### src/rtl/bsg_manycore_edge_endpoint.sv
// Host endpoint on one manycore edge port: request tx FIFO,
// response rx FIFO and saturating traffic/error counters.

module bsg_manycore_edge_endpoint_fifo #(
  parameter int width_p = 8,
  parameter int els_p = 2
) (
  input  logic               clk_i,
  input  logic               reset_n_i,
  input  logic [width_p-1:0] data_i,
  input  logic               v_i,
  output logic               ready_o,
  output logic [width_p-1:0] data_o,
  output logic               v_o,
  input  logic               yumi_i
);
  localparam int ptr_w_lp = (els_p > 1) ? $clog2(els_p) : 1;
  localparam logic [ptr_w_lp:0] full_lp = (ptr_w_lp+1)'(els_p);
  localparam logic [ptr_w_lp:0] one_lp = 1;
  localparam logic [ptr_w_lp-1:0] pone_lp = 1;

  logic [width_p-1:0]  mem_r [els_p];
  logic [ptr_w_lp-1:0] rptr_r, wptr_r;
  logic [ptr_w_lp:0]   cnt_r, cnt_n;
  logic                ready_r;
  logic                enq, deq;

  assign enq = v_i & ready_r;
  assign deq = yumi_i & v_o;
  assign v_o = (cnt_r != '0);
  assign ready_o = ready_r;
  assign data_o = mem_r[rptr_r];

  // occupancy after this edge's enqueue/dequeue
  always_comb begin
    cnt_n = cnt_r;
    if (enq & ~deq) cnt_n = cnt_r + one_lp;
    else if (deq & ~enq) cnt_n = cnt_r - one_lp;
  end

  // pointers, occupancy and registered ready (low in reset)
  always_ff @(posedge clk_i or negedge reset_n_i) begin
    if (!reset_n_i) begin
      rptr_r  <= '0;
      wptr_r  <= '0;
      cnt_r   <= '0;
      ready_r <= 1'b0;
    end else begin
      if (enq) wptr_r <= wptr_r + pone_lp;
      if (deq) rptr_r <= rptr_r + pone_lp;
      cnt_r   <= cnt_n;
      ready_r <= (cnt_n != full_lp);
    end
  end

  // storage array, no reset needed
  always_ff @(posedge clk_i) begin
    if (enq) mem_r[wptr_r] <= data_i;
  end
endmodule

module bsg_manycore_edge_endpoint #(
  parameter int x_cord_width_p = 2,
  parameter int y_cord_width_p = 2,
  parameter int addr_width_p = 32,
  parameter int data_width_p = 32,
  parameter int fifo_els_p = 2,
  parameter int count_width_p = 16,
  localparam int packet_width_lp = 6 + x_cord_width_p
    + y_cord_width_p + addr_width_p + data_width_p
) (
  input  logic                       clk_i,
  input  logic                       reset_n_i,
  input  logic [x_cord_width_p-1:0]  my_x_i,
  input  logic [y_cord_width_p-1:0]  my_y_i,
  input  logic                       req_v_i,
  output logic                       req_ready_o,
  input  logic [1:0]                 req_op_i,
  input  logic [3:0]                 req_mask_i,
  input  logic [x_cord_width_p-1:0]  req_x_i,
  input  logic [y_cord_width_p-1:0]  req_y_i,
  input  logic [addr_width_p-1:0]    req_addr_i,
  input  logic [data_width_p-1:0]    req_data_i,
  output logic [packet_width_lp-1:0] link_data_o,
  output logic                       link_v_o,
  input  logic                       link_ready_i,
  input  logic [packet_width_lp-1:0] link_data_i,
  input  logic                       link_v_i,
  output logic                       link_ready_o,
  output logic                       resp_v_o,
  output logic [packet_width_lp-1:0] resp_data_o,
  output logic                       resp_mismatch_o,
  input  logic                       resp_yumi_i,
  output logic [count_width_p-1:0]   tx_count_o,
  output logic [count_width_p-1:0]   rx_count_o,
  output logic [count_width_p-1:0]   err_count_o
);
  localparam int xw_lp = x_cord_width_p;
  localparam int yw_lp = y_cord_width_p;
  localparam logic [count_width_p-1:0] cone_lp = 1;

  logic [packet_width_lp-1:0] req_pkt;
  logic tx_deq, rx_enq, in_mis, head_mis;

  assign req_pkt = {req_data_i, req_addr_i, req_op_i,
                    req_mask_i, req_y_i, req_x_i};

  bsg_manycore_edge_endpoint_fifo #(
    .width_p(packet_width_lp),
    .els_p(fifo_els_p)
  ) tx_fifo (
    .clk_i(clk_i),
    .reset_n_i(reset_n_i),
    .data_i(req_pkt),
    .v_i(req_v_i),
    .ready_o(req_ready_o),
    .data_o(link_data_o),
    .v_o(link_v_o),
    .yumi_i(link_ready_i)
  );

  bsg_manycore_edge_endpoint_fifo #(
    .width_p(packet_width_lp),
    .els_p(fifo_els_p)
  ) rx_fifo (
    .clk_i(clk_i),
    .reset_n_i(reset_n_i),
    .data_i(link_data_i),
    .v_i(link_v_i),
    .ready_o(link_ready_o),
    .data_o(resp_data_o),
    .v_o(resp_v_o),
    .yumi_i(resp_yumi_i)
  );

  assign tx_deq = link_v_o & link_ready_i;
  assign rx_enq = link_v_i & link_ready_o;

  assign in_mis =
    (link_data_i[xw_lp+:yw_lp] != my_y_i)
    | (link_data_i[xw_lp-1:0] != my_x_i);

  assign head_mis =
    (resp_data_o[xw_lp+:yw_lp] != my_y_i)
    | (resp_data_o[xw_lp-1:0] != my_x_i);

  assign resp_mismatch_o = resp_v_o & head_mis;

  // saturating tx/rx/error counters
  always_ff @(posedge clk_i or negedge reset_n_i) begin
    if (!reset_n_i) begin
      tx_count_o  <= '0;
      rx_count_o  <= '0;
      err_count_o <= '0;
    end else begin
      if (tx_deq && tx_count_o != '1)
        tx_count_o <= tx_count_o + cone_lp;
      if (rx_enq && rx_count_o != '1)
        rx_count_o <= rx_count_o + cone_lp;
      if (rx_enq && in_mis && err_count_o != '1)
        err_count_o <= err_count_o + cone_lp;
    end
  end
endmodule
### config.mk
export PLATFORM = sky130hd
export DESIGN_NAME = bsg_manycore_edge_endpoint
export DESIGN_NICKNAME = d
export VERILOG_FILES = /design/src/rtl/bsg_manycore_edge_endpoint.sv
export SDC_FILE = /design/constraint.sdc
export NUM_CORES = 1
export LEC_CHECK = 0
export CELL_PAD_IN_SITES_DETAIL_PLACEMENT = 0
export CELL_PAD_IN_SITES_GLOBAL_PLACEMENT = 1
export CORE_MARGIN = 2
export CORE_UTILIZATION = 30
export CTS_CLUSTER_SIZE = 24
export DETAILED_ROUTE_END_ITERATION = 10
export GPL_TIMING_DRIVEN = 0
export PLACE_DENSITY_LB_ADDON = 0.1
export SYNTH_ARGS = -nofsm -noshare
export SYNTH_HDL_FRONTEND = slang
export SYNTH_SLANG_ARGS = --single-unit
### constraint.sdc
create_clock -name clk_i -period 3.84 [get_ports clk_i]
set_input_delay 0.768 -clock clk_i [delete_from_list [all_inputs] [get_ports clk_i]]
set_output_delay 0.768 -clock clk_i [all_outputs]
set_load 0.005 [all_outputs]
**Word-level counts from Yosys, hierarchy flattened**

Memory sizes are Yosys's and may differ from the RTL's.
Cells that the tools add are included.

- Add/subtract/negate cells: 11
- Div/mod/pow operators: 0
- Multipliers: 0
- Reduce and logical (&&, ||, !) cells: 6
- Muxes and demuxes: 8
- Equal/unequal tests: 9
- Shift-type cells: 0
- Bitwise operators: 15
- $lt $le $gt $ge: 0

Operators with widths:

| operator | count |
|---|---|
| adder 16 x 1 -> 16 bit (second input constant) | 3 |
| != test 16 bit (second input constant) | 3 |
| bitwise AND 1 bit | 9 |
| 2-to-1 mux 2 bit | 4 |
| != test 2 bit | 4 |
| adder 1 bit (second input constant) | 4 |
| adder 2 x 1 -> 2 bit (second input constant) | 2 |
| logical AND 1 bit | 4 |
| 2-to-1 mux 1 bit | 4 |
| != test 2 bit (second input constant) | 2 |
| NOT 1 bit | 4 |
| nonzero test 2 bit | 2 |
| subtractor 2 x 1 -> 2 bit (second input constant) | 2 |
| bitwise OR 1 bit | 2 |

- Memories: 2
- Bits in writable memories: 296
- Logic and storage cells: 62
- ROM bits: 0
- Bits in latches: 0
- Register bits: 58

Memory list:

| name | depth | bits a word | rd ports | clocked after memory_dff | wr ports | RTL line | source |
|---|---|---|---|---|---|---|---|
| rx_fifo.mem_r | 2 | 74 | 1 | 0 | 1 | 22 | `logic [width_p-1:0] mem_r [els_p];` |
| tx_fifo.mem_r | 2 | 74 | 1 | 0 | 1 | 22 |  |

**Longest topological paths before layout**

Gate-level depths: netlist (run 1).

- Word-level depth: 6
- Gate-level depth with buffers: 7
- Mapped depth without buffers: 6

**Modules after synthesis**

From an unflattened synthesis (run 1), not the netlist that was laid out.

- Cell total of the unflattened synthesis: 731
- Area total of the unflattened synthesis: 13714.4 um^2

By module, submodules not included:

| module | area an instance (um^2) | sequential area each (um^2) | instances | cells an instance |
|---|---|---|---|---|
| bsg_manycore_edge_endpoint_fifo | 5609.1 | 4569.4 | 2 | 253 |
| bsg_manycore_edge_endpoint | 2496.1 | 1201.2 | 1 | 225 |

**Worst setup path after synthesis (run 1)**

OpenSTA, ideal clock, no wires.

- Path kind: input port to flip-flop
- From: input port req_v_i
- To: memory tx_fifo.mem_r[0][0] in the netlist's numbering, enable pin
- Slack: -0.668 ns
- Stages on the path: 2
- Data arrival time: 4.001 ns
- Data required time: 3.333 ns
- Buffers on the path: 0
- Library setup time: 0.507 ns
- Cells stage by stage: nand2_1 -> nor2_1

- Cells in the longest elaborated chain, start to end: 3

RTL lines:

| element | RTL line | source |
|---|---|---|
| start, declared | 76 | `input logic req_v_i,` |
| bitwise AND 1 bit | 28 | `assign enq = v_i & ready_r;` |
| 2-to-1 mux 1 bit | 58 | `if (enq) mem_r[wptr_r] <= data_i;` |
| 2-to-1 mux 1 bit (implied by the code) | 58 |  |
| end, declared | 22 |  |

Every way passes these cells.

**Final worst setup path (run 1)**

- From: register rx_fifo.rptr_r
- To: output port resp_data_o[48]

- Cells in the longest elaborated chain, start to end: 1

RTL lines:

| element | RTL line | source |
|---|---|---|
| start, declared | 23 | `logic [ptr_w_lp-1:0] rptr_r, wptr_r;` |
| start signal, assigned | 50 | `if (deq) rptr_r <= rptr_r + pone_lp;` |
| memory read (2 x 74 bit) | -- |  |
| end, declared | 91 | `output logic [packet_width_lp-1:0] resp_data_o,` |

Every way passes these cells.

==> run_results.csv, run 1 <==
group,metric,value,unit
logic_synthesis,syn_area,0.0137,mm2
global_routing,grt_max_degree,59,
floorplan,die_area,0.0473,mm2
clock_network,cts_tree,"done",
logic_synthesis,synth_enable_flop_cells,296,
drt,wl_per_cell,19.1,um
timing,slew_violations,0,
logic_synthesis,synthTopCellsByArea,"edfxtp_1, mux2_2, dfrtp_1, xnor2_1, xor2_1",
clock_network,cts_buffers,41,
floorplan,num_io_pins,359,
timing,worst_pin_slew,0.796,ns
clock_network,cts_resized,1,
placement,hpwl,23500,um
power,leakage,0.00682,uW
floorplan,std_cell_rows,78,
logic_synthesis,synth.top_cell.area_share,65.0,%
critical_path,end_kind,"output pin",
global_routing,gr-total-overflow,0,
layout,final_area,0.0195,mm2
layout,drive_above_1_share,20.2,%
clock_network,cts.sinks,354,
logic_synthesis,synthTopCellsByCount,"edfxtp_1, mux2_2, dfrtp_1",
layout,fin_nets,1316,
placement,portBuffers,358,
logic_synthesis,yosys.area.top_type,"edfxtp_1",
clock_network,clkLatencyLatePin,0.55,ns
critical_path,worstPathCellList,"clkbuf_1 > clkbuf_2 > mux2_2 > clkdlybuf4s50_1",
drt,antenna_left,0,
clock_network,htreeDepth,2,
global_routing,grt_pass1_wl,50300,um
critical_path,critPathKind,"reg -> out",
drt,drc,0,
logic_synthesis,synth_cells,746,
critical_path,crit_fanout,10,
placement,place_congestion,0.751,
critical_path,required,3.07,ns
clock_network,cts_hold_buf,0,
logic_synthesis,synth-async-reset-ratio,16.4,%
drt,via_per_inst,4.43,
power,switching_share,27.2,%
floorplan,die_w,217,um
timing,min_period_over_period,90.3,%
logic_synthesis,synth_nets,909,
power,internal_power,9820,uW
global_routing,grt_pass1_vias,8179,
timing,skew,0.00879,ns
critical_path,startpoint_type,"flip-flop",
power,powerDensity,693,mW/mm2
power,p_comb_share,32.3,%
power,peakVddDrop,0.000296,V
floorplan,coreArea,0.0452,mm2
global_routing,track_usage,14.1,%
timing,slew_headroom,46.8,%
drt,routed_wl,34000,um
critical_path,crit_slowest_cell,"clkdlybuf4s50_1",
timing,fin_crit,3.47,ns
timing,rsz0062_at_grt,"no",
outcome,status,"completed",
floorplan,dieHeight,217,um
power,seq_power_share,40.1,%
drt,dr.pass1.iters,4,
global_routing,antenna_found_initial,1,
drt,drtIter0Drc,343,
clock_network,root_buffer,"clkbuf_16",
logic_synthesis,ys_seq_area_share,75.7,%
logic_synthesis,avgSynthCellArea,18.3,um2
placement,place_area,0.0182,mm2
power,p_clk_share,27.6,%
clock_network,clk_path_buf_depth,3,
critical_path,worstPathArrival,2.70,ns
timing,fmax,288,MHz
worst_hold_path,hold_path.class,"in -> async",
power,switchingPower,3670,uW
layout,area_growth,42.4,%
clock_network,clkSlewWorstSetupHoldPaths,0.06,ns
logic_synthesis,synthFlopType,"edfxtp_1",
critical_path,critical_path.max_stage_delay,0.54,ns
logic_synthesis,yosys_warnings,0,
clock_network,post_cts_buffers,0,
timing,setup_violations,0,
floorplan,initial_utilization,30.2,%
logic_synthesis,ys_types,51,
layout,final_core_util,43.1,%
logic_synthesis,ys_ff_latch,354,
flow_run,cap_violations,0,
timing,finalHoldViolations,0,
critical_path,reg2reg_slack,1.69,ns
drt,vias,7899,
logic_synthesis,yosysMostFrequentCell,"edfxtp_1",
[kinds of logic after synthesis]
family | Yosys count | synth area share, %
and+or+nand+nor | 121 | 5.24
adders and majority gates | 5 | 0.458
DFF | 354 | 75.7
xor gates and xnor gates | 52 | 3.33
muxes | 157 | 13.0
buffers and inverters | 30 | 0.980
AOI/OAI and AO/OA | 27 | 1.37
[power by group through the flow]
stage / Clock [uW] / Combinational (uW) / Sequential, uW
2_1_floorplan: 0 / 1920 / 5440
3_3_place_gp: 0 / 4360 / 5540
3_5_place_dp: 0 / 4480 / 5470
4_1_cts: 3880 / 4510 / 5400
5_1_grt: 4020 / 4690 / 5510
6_report: 3720 / 4350 / 5410
[state kept, by name, indices dropped and copies added, names as in the netlist]
name,cells
tx_fifo.ready_o,1
tx_fifo.wptr_r,1
tx_fifo.cnt_r,2
rx_fifo.ready_o,1
rx_count_o,16
rx_fifo.wptr_r,1
tx_fifo.mem_r,148
rx_fifo.cnt_r,2
tx_fifo.rptr_r,1
tx_count_o,16
err_count_o,16
rx_fifo.rptr_r,1
rx_fifo.mem_r,148
[stage by stage]
step | worst slack [ns] | instances | setup TNS [ns] | hold WS (ns) | power (uW)
2_1_floorplan | 0.572 | 746 | 0 | 0.458 | 7360
3_3_place_gp | -1.58 | 1704 | -381.30 | 0.484 | 9900
3_5_place_dp | 0.557 | 1711 | 0 | 0.483 | 9950
4_1_cts | 0.00732 | 1782 | 0 | 0.312 | 13800
5_1_grt | 0.144 | 1782 | 0 | 0.344 | 14200
6_report | 0.373 | 1782 | 0 | 0.281 | 13500
[worst max-delay path, delay by kind of cell (launching register included)]
| family | cells | cell delay [ns] |
|---|---|---|
| flops | 1 | 0.39 |
| mux | 1 | 0.37 |
| buf+inv | 3 | 1.37 |
[cells in the final DEF (no fill, tap or decap), types with 3 or more instances in the layout]
cell type	synthesis	final
a21oi_1	10	10
and2_1	5	5
and3_1	5	3
buf_12	0	3
buf_16	0	4
buf_2	11	11
bufinv_16	0	3
clkbuf_1	9	16
clkbuf_16	0	42
clkdlybuf4s50_1	0	357
clkinv_1	0	7
clkinv_2	0	7
dfrtp_1	58	58
edfxtp_1	296	296
ha_1	5	5
inv_1	9	9
mux2_1	7	7
mux2_2	148	148
nand2_1	20	20
nand2b_1	4	4
nand3_1	15	15
nand4_1	23	23
nor2_1	15	13
nor3_1	6	6
nor4_1	3	3
o21ai_0	3	3
or3_1	3	3
xnor2_1	30	30
xor2_1	22	22
[final timing paths]
path                             startpoint                    to  depth (start not counted)
min in group clk_i         tx_fifo.cnt_r[0]      tx_fifo.cnt_r[0]                          1
max                          rx_fifo.rptr_r       resp_data_o[48]                          4
max in group asynchronous         reset_n_i        err_count_o[9]                          1
min reg2reg                tx_fifo.cnt_r[0]      tx_fifo.cnt_r[0]                          1
min                               reset_n_i        rx_count_o[15]                          1
max reg2reg                 rx_fifo.ready_o  rx_fifo.mem_r[0][59]                          4
[per-layer routing]
layer | up-vias | track usage (%) | routed length (um)
li1 | 3701 | - | -
met1 | 3933 | 17.4 | 14200
met2 | 214 | 23.2 | 16600
met3 | 51 | 5.03 | 2560
met4 | 0 | 4.36 | 672
met5 | - | 0 | 0
[area by class of cell]
cell class / instances / area (um2)
inverter: 9 / 33.8
antenna: 1 / 2.50
tap: 600 / 751
fill: 4100 / 25700
multi-input combinational: 362 / 3220
clock buffer: 53 / 1100
sequential: 354 / 10300
clock inverter: 18 / 168
buffer: 20 / 98.8
timing repair buffer: 365 / 3750
Note: power is estimated with default switching activity, not from simulation.
==> inputs of run 2 (changes only) <==
--- a/config.mk
+++ b/config.mk
@@ -7,7 +7,6 @@
 export LEC_CHECK = 0
 export CELL_PAD_IN_SITES_DETAIL_PLACEMENT = 0
 export CELL_PAD_IN_SITES_GLOBAL_PLACEMENT = 1
-export CORE_MARGIN = 2
 export CORE_UTILIZATION = 30
 export CTS_CLUSTER_SIZE = 24
 export DETAILED_ROUTE_END_ITERATION = 10
==> run_results.csv, run 2 (synthesis gave the netlist of run 1 again) <==
group,metric,value,unit
outcome,status,"completed",
floorplan,coreArea,0.0446,mm2
critical_path,reg2reg_slack,1.56,ns
clock_network,post_cts_buffers,0,
timing,min_period_over_period,92.1,%
critical_path,r2r_start,"rx_fifo.ready_o",
clock_network,htreeDepth,2,
critical_path,critical_path.max_stage_delay,0.52,ns
drt,routed_wl,33600,um
power,leakage,0.00681,uW
layout,fin_nets,1319,
layout,drive_above_1_share,20.0,%
critical_path,required,3.07,ns
clock_network,clkSlewWorstSetupHoldPaths,0.06,ns
layout,reg_top3,"rx_fifo.mem_r: 148 flops, tx_fifo.mem_r: 148 flops",
global_routing,gr-total-overflow,0,
layout,area_growth,42.3,%
timing,setup_violations,0,
global_routing,antenna_found_initial,3,
placement,dp_slack,0.549,ns
layout,final_common_cell,"clkdlybuf4s50_1",
floorplan,num_io_pins,359,
timing,slew_violations,0,
global_routing,grt_pass1_wl,50800,um
critical_path,end_kind,"output pin",
drt,vias,7948,
global_routing,grt_pass1_vias,8183,
clock_network,clkLatencyLatePin,0.54,ns
floorplan,die_area,0.0464,mm2
timing,finalHoldViolations,0,
critical_path,worstPathArrival,2.77,ns
clock_network,cts.sinks,354,
drt,antenna_left,0,
timing,setup_slack,0.305,ns
floorplan,die_w,215,um
timing,fmax,283,MHz
clock_network,clk_path_buf_depth,3,
critical_path,startpoint_type,"flip-flop",
power,peakVddDrop,0.000319,V
layout,mostFrequentLayoutCells,"clkdlybuf4s50_1, edfxtp_1, mux2_2",
placement,portBuffers,358,
power,powerDensity,687,mW/mm2
placement,hpwl,23300,um
timing,fin_crit,3.53,ns
critical_path,rr_endpoint,"rx_fifo.mem_r[0][17]",
clock_network,cts_buffers,42,
placement,place_congestion,0.762,
critical_path,crit_slowest_cell,"clkdlybuf4s50_1",
critical_path,reg2reg_depth,5,
critical_path,worstPathCellList,"clkbuf_1 > clkbuf_2 > mux2_2 > clkdlybuf4s50_1",
drt,drc,0,
floorplan,initial_utilization,30.6,%
timing,worst_pin_slew,0.789,ns
drt,drtIter0Drc,285,
critical_path,critPathKind,"reg -> out",
critical_path,critical_path_depth,4,
critical_path,crit_fanout,10,
worst_hold_path,hold_path.class,"in -> async",
flow_run,cap_violations,0,
global_routing,grt_max_degree,59,
clock_network,cts_tree,"done",
timing,slew_headroom,47.3,%
critical_path,cp_num_buf_inv,3,
drt,dr.pass1.iters,4,
timing,skew,0.00678,ns
timing,rsz0062_at_grt,"no",
placement,place_area,0.0182,mm2
drt,via_per_inst,4.46,
layout,final_area,0.0194,mm2
floorplan,std_cell_rows,77,
clock_network,root_buffer,"clkbuf_16",
global_routing,track_usage,14.5,%
critical_path,path_delay_family,"buffers and inverters",
drt,wl_per_cell,18.9,um
floorplan,dieHeight,215,um
## run 2: worst max-delay path by stage
stage / startpoint / end / slack [ns]
2_1_floorplan: req_v_i / tx_fifo.mem_r[0][0] / 0.57
3_3_place_gp: link_v_i / rx_fifo.mem_r[0][43] / -1.66
3_5_place_dp: rx_fifo.rptr_r / resp_data_o[53] / 0.55
4_1_cts: tx_fifo.rptr_r / link_data_o[46] / 0.02
5_1_grt: rx_fifo.rptr_r / resp_data_o[45] / 0.08
6_report: rx_fifo.rptr_r / resp_data_o[53] / 0.31
## run 2: layer usage
layer / vias to the layer above / share of wire (%) / track usage [%]
met1: 3946 / 42 / 17.8
met4: 2 / 2.2 / 4.28
met2: 219 / 48 / 23.5
li1: 3728 / - / -
met3: 53 / 7.8 / 5.62
met5: - / 0.039 / 0
## run 2: layout make-up
cell class              instances  area (um2)
inverters                       9        33.8
flip-flops and latches        354       10300
clock inverters                18        87.6
diodes                          2        5.00
multi-input cells             362        3220
well taps                     592         741
fillers                      4057       25200
repair buffers                366        3780
clock buffers                  58        1140
plain buffers                  21         104
## run 2: what timing repair did
| item | 4_1_cts | 5_1_grt |
|---|---|---|
| resized for setup | 1 | 4 |
| gates cloned | 0 | 0 |
| endpoints found under the setup margin | 10 | 15 |
| hold buffers | 0 | 0 |
## run 2: power breakdown
part           internal, uW  switching (uW)  total [uW]
Sequential             5080             307        5390
Combinational          2540            1850        4390
Clock                  2070            1500        3570
Total                  9700            3660       13400
## run 2: through the flow
stage | hold slack, ns | TNS [ns] | total power, uW | std cells | util [%]
floorplan | 0.458 | 0 | 7360 | 746 | -
global placement | 0.488 | -389.76 | 9890 | 1696 | 40.3
detailed placement | 0.492 | 0 | 9960 | 1704 | 40.8
CTS | 0.307 | 0 | 13700 | 1780 | 43.6
global route | 0.334 | 0 | 14100 | 1781 | 43.6
finish | 0.276 | 0 | 13400 | 1782 | 43.6
==> inputs of run 3 (changes only) <==
--- a/config.mk
+++ b/config.mk
@@ -5,6 +5,7 @@
 export SDC_FILE = /design/constraint.sdc
 export NUM_CORES = 1
 export LEC_CHECK = 0
+export CAP_MARGIN = 5
 export CELL_PAD_IN_SITES_DETAIL_PLACEMENT = 0
 export CELL_PAD_IN_SITES_GLOBAL_PLACEMENT = 1
 export CORE_UTILIZATION = 30
==> results of run 3 <==
Same layout as run 2: the final DEF is identical, and so are final timing and power.
